## src/rtl/lfsr_pkg.sv

```systemverilog
// Shared constants and helpers for the parallel LFSR.
// Holds default taps/seed, the step limit and the width range check.
package lfsr_pkg;

  localparam int STEP_MAX  = 8;
  localparam int WIDTH_MIN = 8;
  localparam int WIDTH_MAX = 64;

  localparam logic [63:0] DEF_TAPS = 64'h0000_0000_088C_8892;
  localparam logic [63:0] DEF_SEED = 64'h0000_0000_00BD_43C4;

  function automatic bit width_ok(input int w);
    return (w >= WIDTH_MIN) && (w <= WIDTH_MAX);
  endfunction

endpackage

```

## src/rtl/lfsr_par_step.sv

```systemverilog
// One combinational LFSR substep.
// Feedback is the parity of the tapped bits, shifted in at bit 0.
module lfsr_par_step #(
  parameter int WIDTH = 32
) (
  input  logic [WIDTH-1:0] state,
  input  logic [WIDTH-1:0] taps,
  output logic [WIDTH-1:0] nxt,
  output logic             fb
);

  // parity of tapped bits feeds the new LSB
  always_comb begin
    fb  = ^(state & taps);
    nxt = {state[WIDTH-2:0], fb};
  end

endmodule

```

## src/rtl/lfsr_par.sv

```systemverilog
// Parallel LFSR advancing STEP shifts per enabled cycle.
// Optional LFSR_PAR_LOCKUP_RECOVER_EN replaces all-zero writes with SEED.
module lfsr_par
  import lfsr_pkg::*;
#(
  parameter int               WIDTH = 32,
  parameter logic [WIDTH-1:0] TAPS  = DEF_TAPS[WIDTH-1:0],
  parameter logic [WIDTH-1:0] SEED  = DEF_SEED[WIDTH-1:0],
  parameter int               STEP  = 1
) (
  input  logic             clk_i,
  input  logic             reset_i,
  input  logic             en_i,
  input  logic             load_i,
  input  logic [WIDTH-1:0] seed_i,
  output logic [WIDTH-1:0] state_o,
  output logic [STEP-1:0]  rnd_o,
  output logic             valid_o,
  output logic             lockup_o
);

  if (!width_ok(WIDTH)) begin : g_bad_width
    $error("lfsr_par: WIDTH out of range");
  end
  if (STEP < 1 || STEP > STEP_MAX) begin : g_bad_step
    $error("lfsr_par: STEP out of range");
  end
  if (SEED == '0) begin : g_bad_seed
    $error("lfsr_par: SEED must be non-zero");
  end

  logic [WIDTH-1:0]         state_q;
  logic [STEP-1:0]          rnd_q;
  logic                     valid_q;
  logic [STEP:0][WIDTH-1:0] chain;
  logic [STEP-1:0]          fb;
  logic                     wr;
  logic                     adv;
  logic                     zero;
  logic [WIDTH-1:0]         wdata;

  assign chain[0] = state_q;

  for (genvar k = 0; k < STEP; k++) begin : g_step
    lfsr_par_step #(.WIDTH(WIDTH)) u_step (
      .state (chain[k]),
      .taps  (TAPS),
      .nxt   (chain[k+1]),
      .fb    (fb[k])
    );
  end

  // select the write value; load wins over advance
  always_comb begin
    wr    = load_i | en_i;
    adv   = en_i & ~load_i;
    wdata = load_i ? seed_i : chain[STEP];
    zero  = wr & (wdata == '0);
`ifdef LFSR_PAR_LOCKUP_RECOVER_EN
    if (zero) wdata = SEED;
`endif
  end

  // state, feedback bits and advance strobe
  always_ff @(posedge clk_i or posedge reset_i) begin
    if (reset_i) begin
      state_q <= SEED;
      rnd_q   <= '0;
      valid_q <= 1'b0;
    end else begin
      if (wr)  state_q <= wdata;
      if (adv) rnd_q   <= fb;
      valid_q <= adv;
    end
  end

`ifdef LFSR_PAR_LOCKUP_RECOVER_EN
  logic lockup_q;

  // one-cycle flag when an all-zero write was replaced
  always_ff @(posedge clk_i or posedge reset_i) begin
    if (reset_i) lockup_q <= 1'b0;
    else         lockup_q <= zero;
  end

  assign lockup_o = lockup_q;
`else
  logic unused_zero;
  assign unused_zero = zero;
  assign lockup_o    = 1'b0;
`endif

  assign state_o = state_q;
  assign rnd_o   = rnd_q;
  assign valid_o = valid_q;

endmodule

```

## config.mk

```make
export PLATFORM = sky130hd
export DESIGN_NAME = lfsr_par
export DESIGN_NICKNAME = d
export VERILOG_FILES = /design/src/rtl/lfsr_pkg.sv /design/src/rtl/lfsr_par_step.sv /design/src/rtl/lfsr_par.sv
export SDC_FILE = /design/constraint.sdc
export NUM_CORES = 1
export LEC_CHECK = 0
export BUFFER_PORTS_ARGS = -buffer_cell sky130_fd_sc_hd__buf_2
export CAP_MARGIN = 20
export CORE_MARGIN = 4
export CORE_UTILIZATION = 57
export CTS_CLUSTER_DIAMETER = 80
export DETAILED_ROUTE_END_ITERATION = 16
export GPL_TIMING_DRIVEN = 0
export PLACE_DENSITY = 0.91
export SYNTH_ARGS = -nofsm -noshare
export SYNTH_HDL_FRONTEND = slang
export SYNTH_HIERARCHICAL = 1
export SYNTH_SLANG_ARGS = --single-unit
export TNS_END_PERCENT = 50
```

## constraint.sdc

```tcl
create_clock -name clk_i -period 4.79 [get_ports clk_i]
set_input_delay 0.479 -clock clk_i [delete_from_list [all_inputs] [get_ports clk_i]]
set_output_delay 0.479 -clock clk_i [all_outputs]
set_load 0.01 [all_outputs]
```

Word-level counts from Yosys, hierarchy flattened:

Index checks and enable logic that the tools add are counted.

* bits in registers: 34
* input bits: 36
* logic and storage cells: 8

* mux-type cells: 1
* bitwise logic cells: 3
* reductions and logical operators: 1

Operators with widths (count)
* $mux 32: 1
* $reduce_xor 32->1: 1
* $and 1x1->1: 1
* $not 1->1: 1
* $or 1x1->1: 1

Depth between registers and ports, before layout:

* word-level depth: 2
* gate-level depth with buffers: 9

Hierarchy:

Netlist, hierarchy kept.

Modules (own cells, without submodules)
* lfsr_par: instances 1, cells an instance 179, area an instance 1890.6 sq um, seq. area each 865.8 sq um
* lfsr_par_step: instances 1, cells an instance 95, area an instance 631.9 sq um, seq. area each 0.0 sq um

Worst setup path before layout:

No wires, ideal clock.

* kind: reg-to-reg
* from: register state_q[23] (netlist: state_o[23])
* to: register state_q[0] (netlist: state_o[0])
* data arrival time: 1.596 ns
* setup slack: 3.075 ns
* cell stages (with the launch flop): 10
* path buffers: 1
* cells stage by stage: dfstp_2 > nand2_1 > xnor2_1 > xnor2_1 > xnor2_1 > xnor2_1 > xnor2_1 > buf_4 > mux2i_1 > o21ai_2

* cells in the longest elaborated chain, start to end: 2

RTL lines
* from (decl): line lfsr_par.sv:32 `logic [WIDTH-1:0] state_q;`
* from (signal assigned): line lfsr_par.sv:71 `if (wr) state_q <= wdata;`
* $reduce_xor 32->1: line lfsr_par_step.sv:14 `fb = ^(state & taps);`
* net fb: line lfsr_par.sv:36 `logic [STEP-1:0] fb;`
* $mux 32: line lfsr_par.sv:57 `wdata = load_i ? seed_i : chain[STEP];`

The timed path passes the listed nets, and every way through them passes these cells.
A chain may end at the register's enable or synchronous reset.

Worst setup path in the final report:

* from: register state_q[7] (netlist: state_o[7])
* to: register state_q[0] (netlist: state_o[0])

Same word-level chain as after synthesis.

==> results by stage <==
GRT:
- Across every metal layer, demand over resource in global routing totals 20.6%.
- The total overflow left after global routing is 0.
- The routing usage on met3 is 5.00%.
- The maximum number of pins on one net before global-route repair is 19.
- The global-route wire length before repair is 8570 um.
- The busiest metal layer after global routing is met2.
- The met2 layer usage reported by global route is 32.2%.
- The number of antenna violations at the first check in global routing came to 0.
- Global routing used 27.5% of the available met1 tracks.
- The via count of the first global-routing pass is 1840.

Floorplan:
- The floorplan step set the die width to 74.5 um.
- Once the floorplan was initialized, standard cells occupied 60.9% of the core.
- The count of boundary I/O pins is 71.
- The core area is 4140 um^2.
- The area of the die is 5550 um^2.
- The floorplan has 23 rows.
- From bottom edge to top edge, the die measures 74.5 um.

CTS:
- The clock slew seen by the registers of the worst setup and hold paths is 0.08 ns.
- The TritonCTS clock tree is built.
- In this run, CTS created clock tree buffers numbering 5.
- The clock root buffer is sky130_fd_sc_hd__clkbuf_8.
- The number of buffers on the longest clock path is 2.
- The number of clock sinks is 34.
- The number of buffers inserted for hold repair after clock tree synthesis is 0.
- The level count of the clock H-tree is 2.
- Post-CTS repair changed the size of 0 cells.
- After clock tree synthesis, the setup repair step added 0 buffers.
- Clock latency on the worst-skew pair, taken at its later pin, is 0.29 ns.

Critical path:
- The data required time of the worst path is 4.96 ns.
- The worst-case reg-to-reg path depth is 9.
- The register-to-register setup slack is 2.87 ns.
- The worst setup path is captured at a flop.
- The worst flop-to-flop path startpoint is state_o[7].
- In this run the critical register-to-register path is captured at state_o[0].
- On the worst path, the slowest cell contributes a delay of 0.57 ns.
- The cell with the largest stage delay on the worst path is sky130_fd_sc_hd__dfstp_2.
- Among the stages of the critical path, the cell type that occurs most often is sky130_fd_sc_hd__xnor2_1.
- Traced cell by cell, the critical path runs through nand2_1 -> xnor2_1 -> xnor2_1 -> xnor2_1 -> xnor2_1 -> xnor2_1 -> buf_4 -> mux2i_1 -> o21ai_2.
- STA classifies the critical path startpoint as a flop.
- The kind of cell with the highest combined delay along the critical path is XOR/XNOR gates.
- The category of the critical setup timing path is reg2reg.
- The highest fanout seen on the critical path is 4.
- STA puts the critical path data arrival time at 2.09 ns.
- The number of buffer and inverter stages on the critical path is 1.

Power and ir drop:
- Sequential cells burn 34.6% of the power.
- The combinational fraction of design power is 41.1%.
- For this design the static power due to leakage is 1.69 nW.
- Dividing total power by cell area gives a power density of 341 nW/um^2.
- In this run the power spent charging and discharging nets is 0.000334 W.
- The peak ir drop on the vdd network is 0.206 mV.
- Internal power comes to 0.000750 W.
- Net switching is 30.8% of the power.
- The clock network power share is 24.3%.

Final layout:
- The library cell used most frequently in the layout, excluding fill and tap cells, is sky130_fd_sc_hd__buf_4.
- The net count of the finished layout is 417.
- The repair_antennas step left the layout with diodes totalling 0.
- Cells with a size suffix above 1 make up 44.8% of the layout.
- The count of filler cells inserted in the layout is 279.
- The library cells used most frequently in the layout, excluding fill and tap cells, are 71 x sky130_fd_sc_hd__buf_4, 69 x sky130_fd_sc_hd__buf_2, 64 x sky130_fd_sc_hd__nand2_1.
- Compared with the post-synthesis result, the final layout area differs by 26.0%.
- At the end of the flow the core is filled with cells to 76.7%.

Yosys:
- The flip-flop and latch count after synthesis is 34.
- The proportion of register bits with asynchronous set or reset after synthesis is 100%.
- The Yosys step of the flow raised 6 warnings.
- The count of flip-flops with a built-in enable after synthesis is 0.
- Summing the sequential cell areas from Yosys gives 34.3% of the chip area.
- After technology mapping, the gate count stands at 274.
- The synthesized area is 2520 um^2.
- Among all flip-flop cells after synthesis, the most frequent one is sky130_fd_sc_hd__dfrtp_1.
- The number of distinct library cells after synthesis is 17.
- The average cell area after synthesis is 9.21 um^2.

Drt:
- Dividing the detail-routed via count by the number of cells gives 4.51.
- The number of iterations in the first detailed-routing pass is 4.
- The first routing iteration left 61 violations.
- After detailed routing, the total wire length is 5270 um.
- The post-route DRC violation count is 0.
- The count of antenna-violating nets left after detailed routing is 0.
- The final routed wire length divided by cell count is 12.2 um.
- The total via count after detailed routing is 1950.

STA:
- The final number of hold-violating endpoints was 0.
- The transition time of the tightest slew-check pin is 0.813 ns.
- Setup violations remaining at the end of the flow were counted as 0.
- Subtracting the final worst setup slack from the clock period gives 1.92 ns.
- Setup repair after global routing left no endpoint under its margin.
- The final number of max-transition violations is 0.
- Of the available clock period, the critical path in the final layout requires 40.0%.
- The maximum frequency from static timing analysis is 522 MHz.
- In the final timing run, aggregate negative setup slack is 0 ns.
- Final hold analysis gives a worst-case slack of 0.332 ns.
- The worst pin sits at a relative slew slack of 45.7%.
- The final worst clock skew is 0.00973 ns.

Placement:
- In this run the tool buffered the top-level ports with 68 buffer cells.
- The estimated wirelength of the detail-placed design is 4050 um.
- Routability-driven placement finished with a final weighted congestion of 0.834.

Flow run:
- The number of maximum-capacitance violations is 0.

Status:
- The flow ran to the end, and the final reports show no timing, DRC or antenna violations.

Min path:
- The min-delay analysis places its worst path in the category in2async.
## power by group through the flow
| stage | sequential [W] | combinational, W | clock (W) |
|---|---|---|---|
| after floorplan | 0.000368 | 0.000353 | 0 |
| after detailed placement | 0.000379 | 0.000438 | 0 |
| final | 0.000374 | 0.000445 | 0.000263 |
| after global placement | 0.000377 | 0.000427 | 0 |
| after global routing | 0.000380 | 0.000482 | 0.000281 |
| after CTS | 0.000374 | 0.000444 | 0.000266 |
## how the worst max path moves through the flow
stage	cells after the start	from	endpoint	slack [ns]
floorplan	9	state_o[23]	state_o[0]	3.08
global placement	9	state_o[23]	state_o[0]	2.94
detailed placement	9	state_o[7]	state_o[0]	2.91
CTS	9	state_o[7]	state_o[0]	2.88
global route	9	state_o[7]	state_o[0]	2.77
finish	9	state_o[7]	state_o[0]	2.87
## cell type report
class / count / area [um^2] / share of cell area (%)
timing repair buffer: 69 / 368 / 11.6
sequential: 34 / 866 / 27.2
multi-input combinational: 194 / 1160 / 36.5
tap: 50 / 62.6 / 1.97
inverter: 1 / 3.75 / 0.118
clock inverter: 3 / 40.0 / 1.26
clock buffer: 5 / 68.8 / 2.17
buffer: 76 / 609 / 19.2
## Yosys cell counts (2+ instances only)
master | number | area [um^2]
sky130_fd_sc_hd__o21ai_2 | 4 | 35.0
sky130_fd_sc_hd__o21ai_1 | 26 | 130
sky130_fd_sc_hd__xor2_1 | 7 | 61.3
sky130_fd_sc_hd__xnor2_1 | 24 | 210
sky130_fd_sc_hd__o21ai_0 | 2 | 10.0
sky130_fd_sc_hd__buf_4 | 71 | 533
sky130_fd_sc_hd__dfstp_2 | 12 | 315
sky130_fd_sc_hd__nand2_1 | 64 | 240
sky130_fd_sc_hd__mux2i_1 | 32 | 320
sky130_fd_sc_hd__buf_12 | 3 | 60.1
sky130_fd_sc_hd__dfrtp_1 | 22 | 551
sky130_fd_sc_hd__conb_1 | 2 | 7.51
## sequential cells by signal, indices dropped and copies added, names as in the netlist
signal	cells
state_o	32
rnd_o	1
valid_o	1
## metrics by stage
step,total power [W],cell area [um^2],std cells,setup slack (ns)
floorplan,0.000721,2640,305,3.08
global placement,0.000804,3040,423,2.94
detailed placement,0.000817,3070,424,2.91
CTS,0.00108,3180,432,2.88
global route,0.00114,3180,432,2.77
finish,0.00108,3180,432,2.87
## routing by layer
layer / up-vias / part of all wire, %
met3: 12 / 5.8
met5: - / 0
met1: 880 / 45
li1: 1001 / -
met2: 57 / 47
met4: 0 / 2.4
## cell families after synthesis
| family | share of synthesized area, % |
|---|---|
| buffers and inverters | 24.3 |
| and+or+nand+nor | 10.1 |
| DFF | 34.3 |
| muxes | 13.3 |
| AOI/OAI and AO/OA | 6.94 |
| xor gates and xnor gates | 10.8 |
| other | 0.298 |
(Power assumes the default switching activity.)
